===== src/rtl/div_pkg.sv =====
// Shared types and constants for the ratio-programmable clock divider.
// Optional feature macro: DIV_ODD_EN (odd ratios via a negedge half-cycle stretch).
package div_pkg;

    localparam int unsigned DIV_W_DEFAULT = 4;
    localparam int unsigned DIV_STOP      = 0;

    typedef enum logic [1:0] {
        IDLE,
        START,
        RUN,
        PEND
    } div_state_e;

endpackage


===== src/rtl/div_core.sv =====
// Toggle generator: holds the active ratio, runs the period counter and drives clk_out.
// A load while idle preloads the counter so the first rising edge lands one cycle later;
// a load while active is only issued at a period boundary and swaps the ratio there.
// With DIV_ODD_EN defined, a negedge flop stretches the high phase by half a cycle for
// odd ratios; without it no negedge logic exists.
module div_core
    import div_pkg::*;
#(
    parameter int unsigned W = DIV_W_DEFAULT
) (
    input  logic         clk,
    input  logic         rst,
    input  logic         load,
    input  logic [W-1:0] ratio_in,
    output logic         period_end,
    output logic         active,
    output logic         clk_out
);

    logic [W-1:0] cnt_q, cnt_d;
    logic [W-1:0] cur_q, cur_d;
    logic         active_q, active_d;
    logic         hi_q, hi_d;

    // Next-state for counter, ratio and the posedge half of clk_out.
    always_comb begin
        cnt_d      = cnt_q;
        cur_d      = cur_q;
        active_d   = active_q;
        hi_d       = hi_q;
        period_end = active_q && (cnt_q == (cur_q - W'(1)));
        if (load && !active_q) begin
            // Preload to N-1 so the next edge wraps to 0 and raises clk_out.
            cur_d    = ratio_in;
            cnt_d    = ratio_in - W'(1);
            active_d = (ratio_in != W'(DIV_STOP));
            hi_d     = 1'b0;
        end else if (active_q) begin
            if (period_end) begin
                cnt_d = '0;
                hi_d  = 1'b1;
                if (load) begin
                    cur_d = ratio_in;
                    if (ratio_in == W'(DIV_STOP)) begin
                        active_d = 1'b0;
                        hi_d     = 1'b0;
                    end
                end
            end else begin
                cnt_d = cnt_q + W'(1);
                hi_d  = (cnt_d < (cur_q >> 1));
            end
        end
    end

    // Posedge state register.
    always_ff @(posedge clk) begin
        if (rst) begin
            cnt_q    <= '0;
            cur_q    <= '0;
            active_q <= 1'b0;
            hi_q     <= 1'b0;
        end else begin
            cnt_q    <= cnt_d;
            cur_q    <= cur_d;
            active_q <= active_d;
            hi_q     <= hi_d;
        end
    end

    assign active = active_q;

`ifdef DIV_ODD_EN
    logic neg_q, neg_d;

    // Half-cycle delayed copy of the high phase, only for odd ratios.
    always_comb begin
        neg_d = hi_q & cur_q[0];
    end

    // Negedge stretch flop; cleared on any negedge while rst is high.
    always_ff @(negedge clk) begin
        if (rst) begin
            neg_q <= 1'b0;
        end else begin
            neg_q <= neg_d;
        end
    end

    assign clk_out = hi_q | neg_q;
`else
    assign clk_out = hi_q;
`endif

endmodule


===== src/rtl/div_ratio_ctrl.sv =====
// Ratio-request handshake and control FSM for the programmable clock divider.
// Requests are accepted when cfg_valid and cfg_ready are both high; changes while
// running are held in PEND and applied at the end of the current period.
// Optional feature macro: DIV_ODD_EN (odd ratios legal; otherwise rejected with err).
module div_ratio_ctrl
    import div_pkg::*;
#(
    parameter int unsigned W = DIV_W_DEFAULT
) (
    input  logic         clk,
    input  logic         rst,
    input  logic         cfg_valid,
    input  logic [W-1:0] cfg_div,
    output logic         cfg_ready,
    output logic         clk_out,
    output logic         running,
    output logic         err
);

`ifdef DIV_ODD_EN
    localparam bit OddEn = 1'b1;
`else
    localparam bit OddEn = 1'b0;
`endif

    div_state_e   state_q, state_d;
    logic [W-1:0] ratio_q, ratio_d;
    logic         err_q, err_d;
    logic         load;
    logic         period_end;
    logic         req_stop;
    logic         req_legal;

    assign req_stop  = (cfg_div == W'(DIV_STOP));
    assign req_legal = (cfg_div >= W'(2)) && (OddEn || !cfg_div[0]);

    // Next-state, handshake and core strobe.
    always_comb begin
        state_d   = state_q;
        ratio_d   = ratio_q;
        err_d     = 1'b0;
        cfg_ready = 1'b0;
        load      = 1'b0;
        unique case (state_q)
            IDLE: begin
                cfg_ready = 1'b1;
                if (cfg_valid) begin
                    if (req_stop) begin
                        // Already stopped: nothing to do.
                        state_d = IDLE;
                    end else if (req_legal) begin
                        ratio_d = cfg_div;
                        state_d = START;
                    end else begin
                        err_d = 1'b1;
                    end
                end
            end
            START: begin
                load    = 1'b1;
                state_d = RUN;
            end
            RUN: begin
                cfg_ready = 1'b1;
                if (cfg_valid) begin
                    if (req_stop || req_legal) begin
                        ratio_d = cfg_div;
                        state_d = PEND;
                    end else begin
                        err_d = 1'b1;
                    end
                end
            end
            PEND: begin
                if (period_end) begin
                    load    = 1'b1;
                    state_d = (ratio_q == W'(DIV_STOP)) ? IDLE : RUN;
                end
            end
            default: state_d = IDLE;
        endcase
    end

    // Control state register.
    always_ff @(posedge clk) begin
        if (rst) begin
            state_q <= IDLE;
            ratio_q <= '0;
            err_q   <= 1'b0;
        end else begin
            state_q <= state_d;
            ratio_q <= ratio_d;
            err_q   <= err_d;
        end
    end

    assign err = err_q;

    div_core #(
        .W(W)
    ) u_core (
        .clk       (clk),
        .rst       (rst),
        .load      (load),
        .ratio_in  (ratio_q),
        .period_end(period_end),
        .active    (running),
        .clk_out   (clk_out)
    );

endmodule


===== config.mk =====
export PLATFORM = sky130hd
export DESIGN_NAME = div_ratio_ctrl
export DESIGN_NICKNAME = d
export VERILOG_FILES = /design/src/rtl/div_pkg.sv /design/src/rtl/div_core.sv /design/src/rtl/div_ratio_ctrl.sv
export SDC_FILE = /design/constraint.sdc
export NUM_CORES = 1
export LEC_CHECK = 0
export ABC_CLOCK_PERIOD_IN_PS = 6700
export CAP_MARGIN = 20
export CORE_AREA = 2 2 58 60
export CTS_CLUSTER_DIAMETER = 120
export DETAILED_ROUTE_END_ITERATION = 10
export DIE_AREA = 0 0 60 62
export RECOVER_POWER = 100
export SLEW_MARGIN = 20
export SYNTH_ARGS = -nofsm -noshare
export SYNTH_HDL_FRONTEND = slang
export SYNTH_HIERARCHICAL = 1
export SYNTH_SLANG_ARGS = --single-unit

===== constraint.sdc =====
create_clock -name clk -period 6.7 [get_ports clk]
set_input_delay 1.34 -clock clk [delete_from_list [all_inputs] [get_ports clk]]
set_output_delay 1.34 -clock clk [all_outputs]
set_load 0.05 [all_outputs]

# Word-level counts from Yosys, hierarchy flattened
# Index checks and enable logic that the tools add are counted.
# Widths: inputs -> output; s select.
dict set report op_classes {
  n_addsub 3
  n_lt_le_gt_ge 2
  n_eq_ne 11
  n_mux 36
  n_reduce_logical 19
}
# cell n
set ops {}
lappend ops {{$mux 4} 12}
lappend ops {{$mux 2} 7}
lappend ops {{$mux 1} 13}
lappend ops {{$ne 2x2->1 const B} 6}
lappend ops {{$logic_not 4->1} 2}
lappend ops {{$pmux 2 s4} 1}
lappend ops {{$pmux 4 s2} 1}
lappend ops {{$reduce_bool 2->1} 4}
lappend ops {{$sub 4x1->4 const B} 2}
lappend ops {{$reduce_and 6->1} 1}
lappend ops {{$reduce_and 5->1} 1}
lappend ops {{$add 4x1->4 const B} 1}
lappend ops {{$eq 2x2->1 const B} 2}
lappend ops {{$eq 4x4->1} 1}
lappend ops {{$ge 4x2->1 const B} 1}
lappend ops {{$lt 4x3->1} 1}
lappend ops {{$pmux 1 s2} 2}
lappend ops {{$reduce_bool 4->1} 1}
lappend ops {{$reduce_or 2->1} 2}
lappend ops {{$logic_and 1x1->1} 3}
lappend ops {{$ne 3x3->1 const B} 1}
lappend ops {{$reduce_and 3->1} 1}
lappend ops {{$eq 2x1->1 const B} 1}
lappend ops {{$logic_not 1->1} 2}
lappend ops {{other kinds (2)} 2}
dict set report word_totals {
  ff_bits 17
  input_bits 7
  out_inout_bits 4
  elab_cells 78
}

# Logic depth before layout (Yosys ltp)
dict set report depth {
  depth_word 9
  mapped_depth 14
  mapped_depth_nobuf 13
}

# By module
# The synthesis kept the hierarchy.
# module instances cells_each area_per_inst_um2 seq_area_each_um2
set by_module_without_submodules {}
lappend by_module_without_submodules {div_core 1 87 752.0 200.2}
lappend by_module_without_submodules {div_ratio_ctrl 1 30 305.3 140.1}

# Worst setup path before layout
# Ideal clock, no wire load.
dict set report synth_timing {
  path_type {register to register}
  startpoint {reg u_core.cur_q[0]}
  endpoint {reg u_core.cnt_q[0]}
  setup_ns 0.127
  arrival_ns 2.417
  required_time_ns 6.573
  slack_ns 4.156
  stages_incl_launch_ff 15
  n_path_buf 1
  period_less_slack_ns 2.544
  path_cell_list {dfxtp_1 > inv_1 > ha_1 > xnor2_1 > nor4_4 > a22oi_4 > nor2_1 > inv_1 > a21oi_1 > clkbuf_1 > inv_1 > mux2i_1 > nor2_1 > a31oi_1 > nor2_1}
}
dict set report synth_via {
  elab_chain_cells 7
  elab_cells_between_ends 10
  classes_between {1 x add/sub; 1 x eq/ne; 5 x mux; 3 x reduce/logical}
}
# element line_no
set synth_lines {}
lappend synth_lines {{start, declared} div_core.sv:21} ;# logic [W-1:0] cur_q, cur_d;
lappend synth_lines {{start signal, assigned} div_core.sv:65} ;# cur_q <= cur_d;
lappend synth_lines {{$sub 4x1->4 (*)} div_core.sv:31} ;# period_end = active_q && (cnt_q == (cur_q - W'(1)));
lappend synth_lines {{$eq 4x4->1 (*)} div_core.sv:31}
lappend synth_lines {{$logic_and 1x1->1 (*)} div_core.sv:31}
lappend synth_lines {{named net period_end} div_ratio_ctrl.sv:30} ;# logic period_end;
lappend synth_lines {{$mux 1 (*)} div_ratio_ctrl.sv:75} ;# if (period_end) begin
lappend synth_lines {{$pmux 1 s2 (*)} div_ratio_ctrl.sv:44} ;# unique case (state_q)
lappend synth_lines {{named net load} div_ratio_ctrl.sv:29} ;# logic load;
lappend synth_lines {{$logic_and 1x1->1 (*)} div_core.sv:32} ;# if (load && !active_q) begin
lappend synth_lines {{$mux 4 or $reduce_bool 2->1 (tied branches)} n/a}
lappend synth_lines {{end signal, assigned} div_core.sv:64} ;# cnt_q <= cnt_d;
lappend synth_lines {{end, declared} div_core.sv:20} ;# logic [W-1:0] cnt_q, cnt_d;
# Mark *: on every way through the listed nets, which the timed path passes. The rest lies on a longest branch. The select of a mux whose other input is x is not followed.
# A chain may end at the register's enable or synchronous reset.

# Worst setup path after layout
dict set report layout_timing {
  startpoint {reg u_core.cur_q[0]}
  endpoint {reg u_core.cur_q[3]}
}
dict set report layout_via {
  elab_chain_cells 8
  elab_cells_between_ends 11
  classes_between {1 x add/sub; 1 x eq/ne; 3 x mux; 6 x reduce/logical}
}
# element line_no
set layout_lines {}
lappend layout_lines {{$sub 4x1->4 (*)} div_core.sv:31}
lappend layout_lines {{$eq 4x4->1 (*)} div_core.sv:31}
lappend layout_lines {{$logic_and 1x1->1 (*)} div_core.sv:31}
lappend layout_lines {{named net period_end} div_ratio_ctrl.sv:30}
lappend layout_lines {{$mux 1 (*)} div_ratio_ctrl.sv:75}
lappend layout_lines {{$pmux 1 s2 (*)} div_ratio_ctrl.sv:44}
lappend layout_lines {{named net load} div_ratio_ctrl.sv:29}
lappend layout_lines {{$logic_and 1x1->1} div_core.sv:32}
lappend layout_lines {{$reduce_bool 2->1 (no line)} n/a}
lappend layout_lines {{$reduce_and 3->1 (no line)} n/a}
# Mark *: on every way through the listed nets, which the timed path passes. The rest lies on a longest branch.

==> qor.yml <==
grt_pass1_vias: 785
grtUsageTotal_pct: 12.0
crit_fanout: 10
start_kind: "flop"
via_per_inst: 4.64
avgSynthCellArea_um2: 9.04
fmax_mhz: 313
top_level_ports: 11
syn_to_final_growth_pct: 11.1
synth_area_leaders: "dfxtp_1 32%, ha_1 7.1%, mux2i_1 5.7%"
yosysWarnings: 6
report.final.setup_viol: 0
slowest_delay_ps: 550
crit_required_ps: 6920
arrival_ps: 3420
num_rows: 21
num_vias: 807
tritoncts: "built"
antenna_cells: 0
synth-seq-cells: 17
dp_hpwl_mm: 1.51
ctsHoldBuffers: 0
htree_num_levels: 1
clockBufferDepth: 2
io_buffers: 10
maxCapViolCount: 0
min_period_ps: 3190
drc: 0
path_buf_inv: 3
tightest_slew_ps: 715
wl_per_cell_um: 11.6
grt_max_degree: 23
die-area_um2: 3720
syn_inst: 117
clock_latency_ps: 290
totalWireLength_mm: 2.01
skew_ps: 6.20
first_pass_iters: 4
postCtsSetupBuffers: 0
final_area_um2: 1170
cts_buffers: 3
drive_gt1_share_pct: 7.03
relSlewSlack_pct: 52.3
critPathSlowestCell: "a21oi_1"
die_y_um: 62
status: "finished, final reports clean"
critPathKind: "flop to flop"
leakagePower_nw: 0.409
dieWidth_um: 60
gp_congestion: 0.764
cp_common_cell: "inv_1"
initial_core_util_pct: 33.3
p_per_area_nw_per_um2: 173
worstPathCellList: "inv_1 -> ha_1 -> xnor2_1 -> nor4_1 -> a22oi_1 -> nor2_1 -> inv_1 -> a21oi_1 -> inv_1 -> a21oi_1 -> mux2i_1"
synth.top_cell.area_share_pct: 32.2
final_nets: 142
grt_pass1_wl_mm: 3.35
drtIter0Drc: 25
drtAntennaViolNets: 0
dpl_cell_area_um2: 1200
cp_top_family: "compound AO/OA/AOI/OAI gates"
root_buffer: "clkbuf_4"
fillers: 331
clock_sinks: 17
hp-class: "flop to flop"
fin_tns_setup_ps: 0
end_kind: "flop"
syn-num-nets: 130
antenna_found_initial: 0
finalHoldViolCount: 0
clkTransAtPathRegs_ps: 100
slew_violations: 0
irDropWorstVdd_uv: 68.9
grt_overflow: 0
yosysUniqueCellTypes: 32
synth_area_um2: 1060
ys_seq_area_share_pct: 32.2
finalCritPeriodShare_pct: 47.6
fin_util_pct: 37.0
synth_top_area_cell: "dfxtp_1"
rsz0062_at_grt: "false"
ctsResizeCount: 0
core_um2: 3180
layout by cell type (no fill, tap or decap), types with 2 or more instances in the layout:
master | Yosys | routed
nand3_1 | 5 | 5
clkbuf_4 | 0 | 3
a211oi_1 | 3 | 3
dlygate4sd3_1 | 0 | 6
mux2i_1 | 6 | 6
xor2_1 | 2 | 2
nor2_1 | 11 | 11
a31oi_1 | 3 | 3
nand2_1 | 7 | 7
xnor2_1 | 6 | 6
nand2b_1 | 9 | 9
ha_1 | 6 | 6
clkdlybuf4s50_1 | 0 | 4
a21oi_1 | 7 | 8
inv_1 | 11 | 11
dfxtp_1 | 17 | 17
nor4_1 | 1 | 3
o21ai_0 | 1 | 4
per-layer routing:
| layer | track usage, % | vias to the layer above | part of all wire [%] |
|---|---|---|---|
| li1 | - | 427 | - |
| met1 | 15.5 | 362 | 48 |
| met2 | 19.7 | 16 | 46 |
| met3 | 2.28 | 2 | 4.2 |
| met4 | 4.76 | 0 | 1.0 |
| met5 | 0 | - | 0 |
cell families (layout without fill, tap and decap cells):
kind of cell / Yosys count / count (layout) / synth area share [%]
and+or+nand+nor: 41 / 41 / 25.1
AOI/OAI and AO/OA: 24 / 24 / 16.8
DFF: 17 / 17 / 32.2
buffers and inverters: 14 / 25 / 4.97
xor gates and xnor gates: 9 / 9 / 8.17
adders and majority gates: 6 / 6 / 7.10
muxes: 6 / 6 / 5.68
final timing paths:
check / startpoint / to / slack [ps] / cells past startpoint
min: u_core/clk_out / u_core/clk_out / 500 / 2
min reg2reg: u_core/clk_out / u_core/clk_out / 500 / 2
max: u_core/cur_q[0] / u_core/cur_q[3] / 3510 / 11
max reg2reg: u_core/cur_q[0] / u_core/cur_q[3] / 3510 / 11
synthesized netlist by cell type:
| cell type | count |
|---|---|
| nor3_1 | 1 |
| nor3b_4 | 1 |
| mux2i_1 | 6 |
| inv_1 | 11 |
| or3b_4 | 1 |
| a21o_1 | 1 |
| a22oi_4 | 1 |
| nor2_1 | 11 |
| xnor2_1 | 6 |
| and3_4 | 1 |
| a21oi_4 | 1 |
| nand2_1 | 7 |
| o31ai_2 | 1 |
| o21ai_1 | 3 |
| nand2b_1 | 9 |
| a21oi_1 | 7 |
| xor2_2 | 1 |
| o21bai_1 | 1 |
| dfxtp_1 | 17 |
| o21ai_0 | 1 |
| xor2_1 | 2 |
| a41oi_1 | 1 |
| nand3_1 | 5 |
| and4bb_2 | 1 |
| a31oi_1 | 3 |
| and3b_1 | 1 |
| a211oi_1 | 3 |
| clkbuf_1 | 3 |
| nor4_4 | 2 |
| o211ai_1 | 1 |
| ha_1 | 6 |
| nor4_1 | 1 |
registers in the layout, indices dropped and copies added (netlist names):
register and flops:
ratio_q 4, u_core/cnt_q 4, u_core/cur_q 4, state_q 2
err 1, u_core/active 1, u_core/clk_out 1
through the flow:
stage | power [W] | instances | hold WS (ps) | setup slack [ps]
floorplan | 0.000139 | 117 | 473 | 4160
global placement | 0.000151 | 170 | 470 | 3840
detailed placement | 0.000152 | 170 | 485 | 3780
finish | 0.000203 | 174 | 496 | 3510
global route | 0.000213 | 174 | 517 | 3130
CTS | 0.000208 | 174 | 500 | 3610
final cells by class:
type / count / area (um^2) / area share [%]
Multi-Input combinational cell: 86 / 609 / 51.9
Sequential cell: 17 / 340 / 29.0
Timing Repair Buffer: 10 / 100 / 8.52
Tap cell: 46 / 57.6 / 4.90
Inverter: 11 / 41.3 / 3.51
Clock buffer: 4 / 26.3 / 2.24
worst register-to-register path, stage by stage (launching register included):
cell and delay (ps):
dfxtp_1 390, inv_1 60, ha_1 300, xnor2_1 140, nor4_1 260, a22oi_1 260, nor2_1 200, inv_1 80
a21oi_1 550, inv_1 180, a21oi_1 480, mux2i_1 240
report_power, final:
| group | total, W | switching, W | leakage (nW) | internal [W] |
|---|---|---|---|---|
| clock network | 0.0000564 | 0.0000333 | 0.0150 | 0.0000232 |
| logic | 0.0000355 | 0.0000182 | 0.256 | 0.0000173 |
| registers | 0.000111 | 0.00000595 | 0.138 | 0.000105 |
Power figures use the tool's default switching activity.
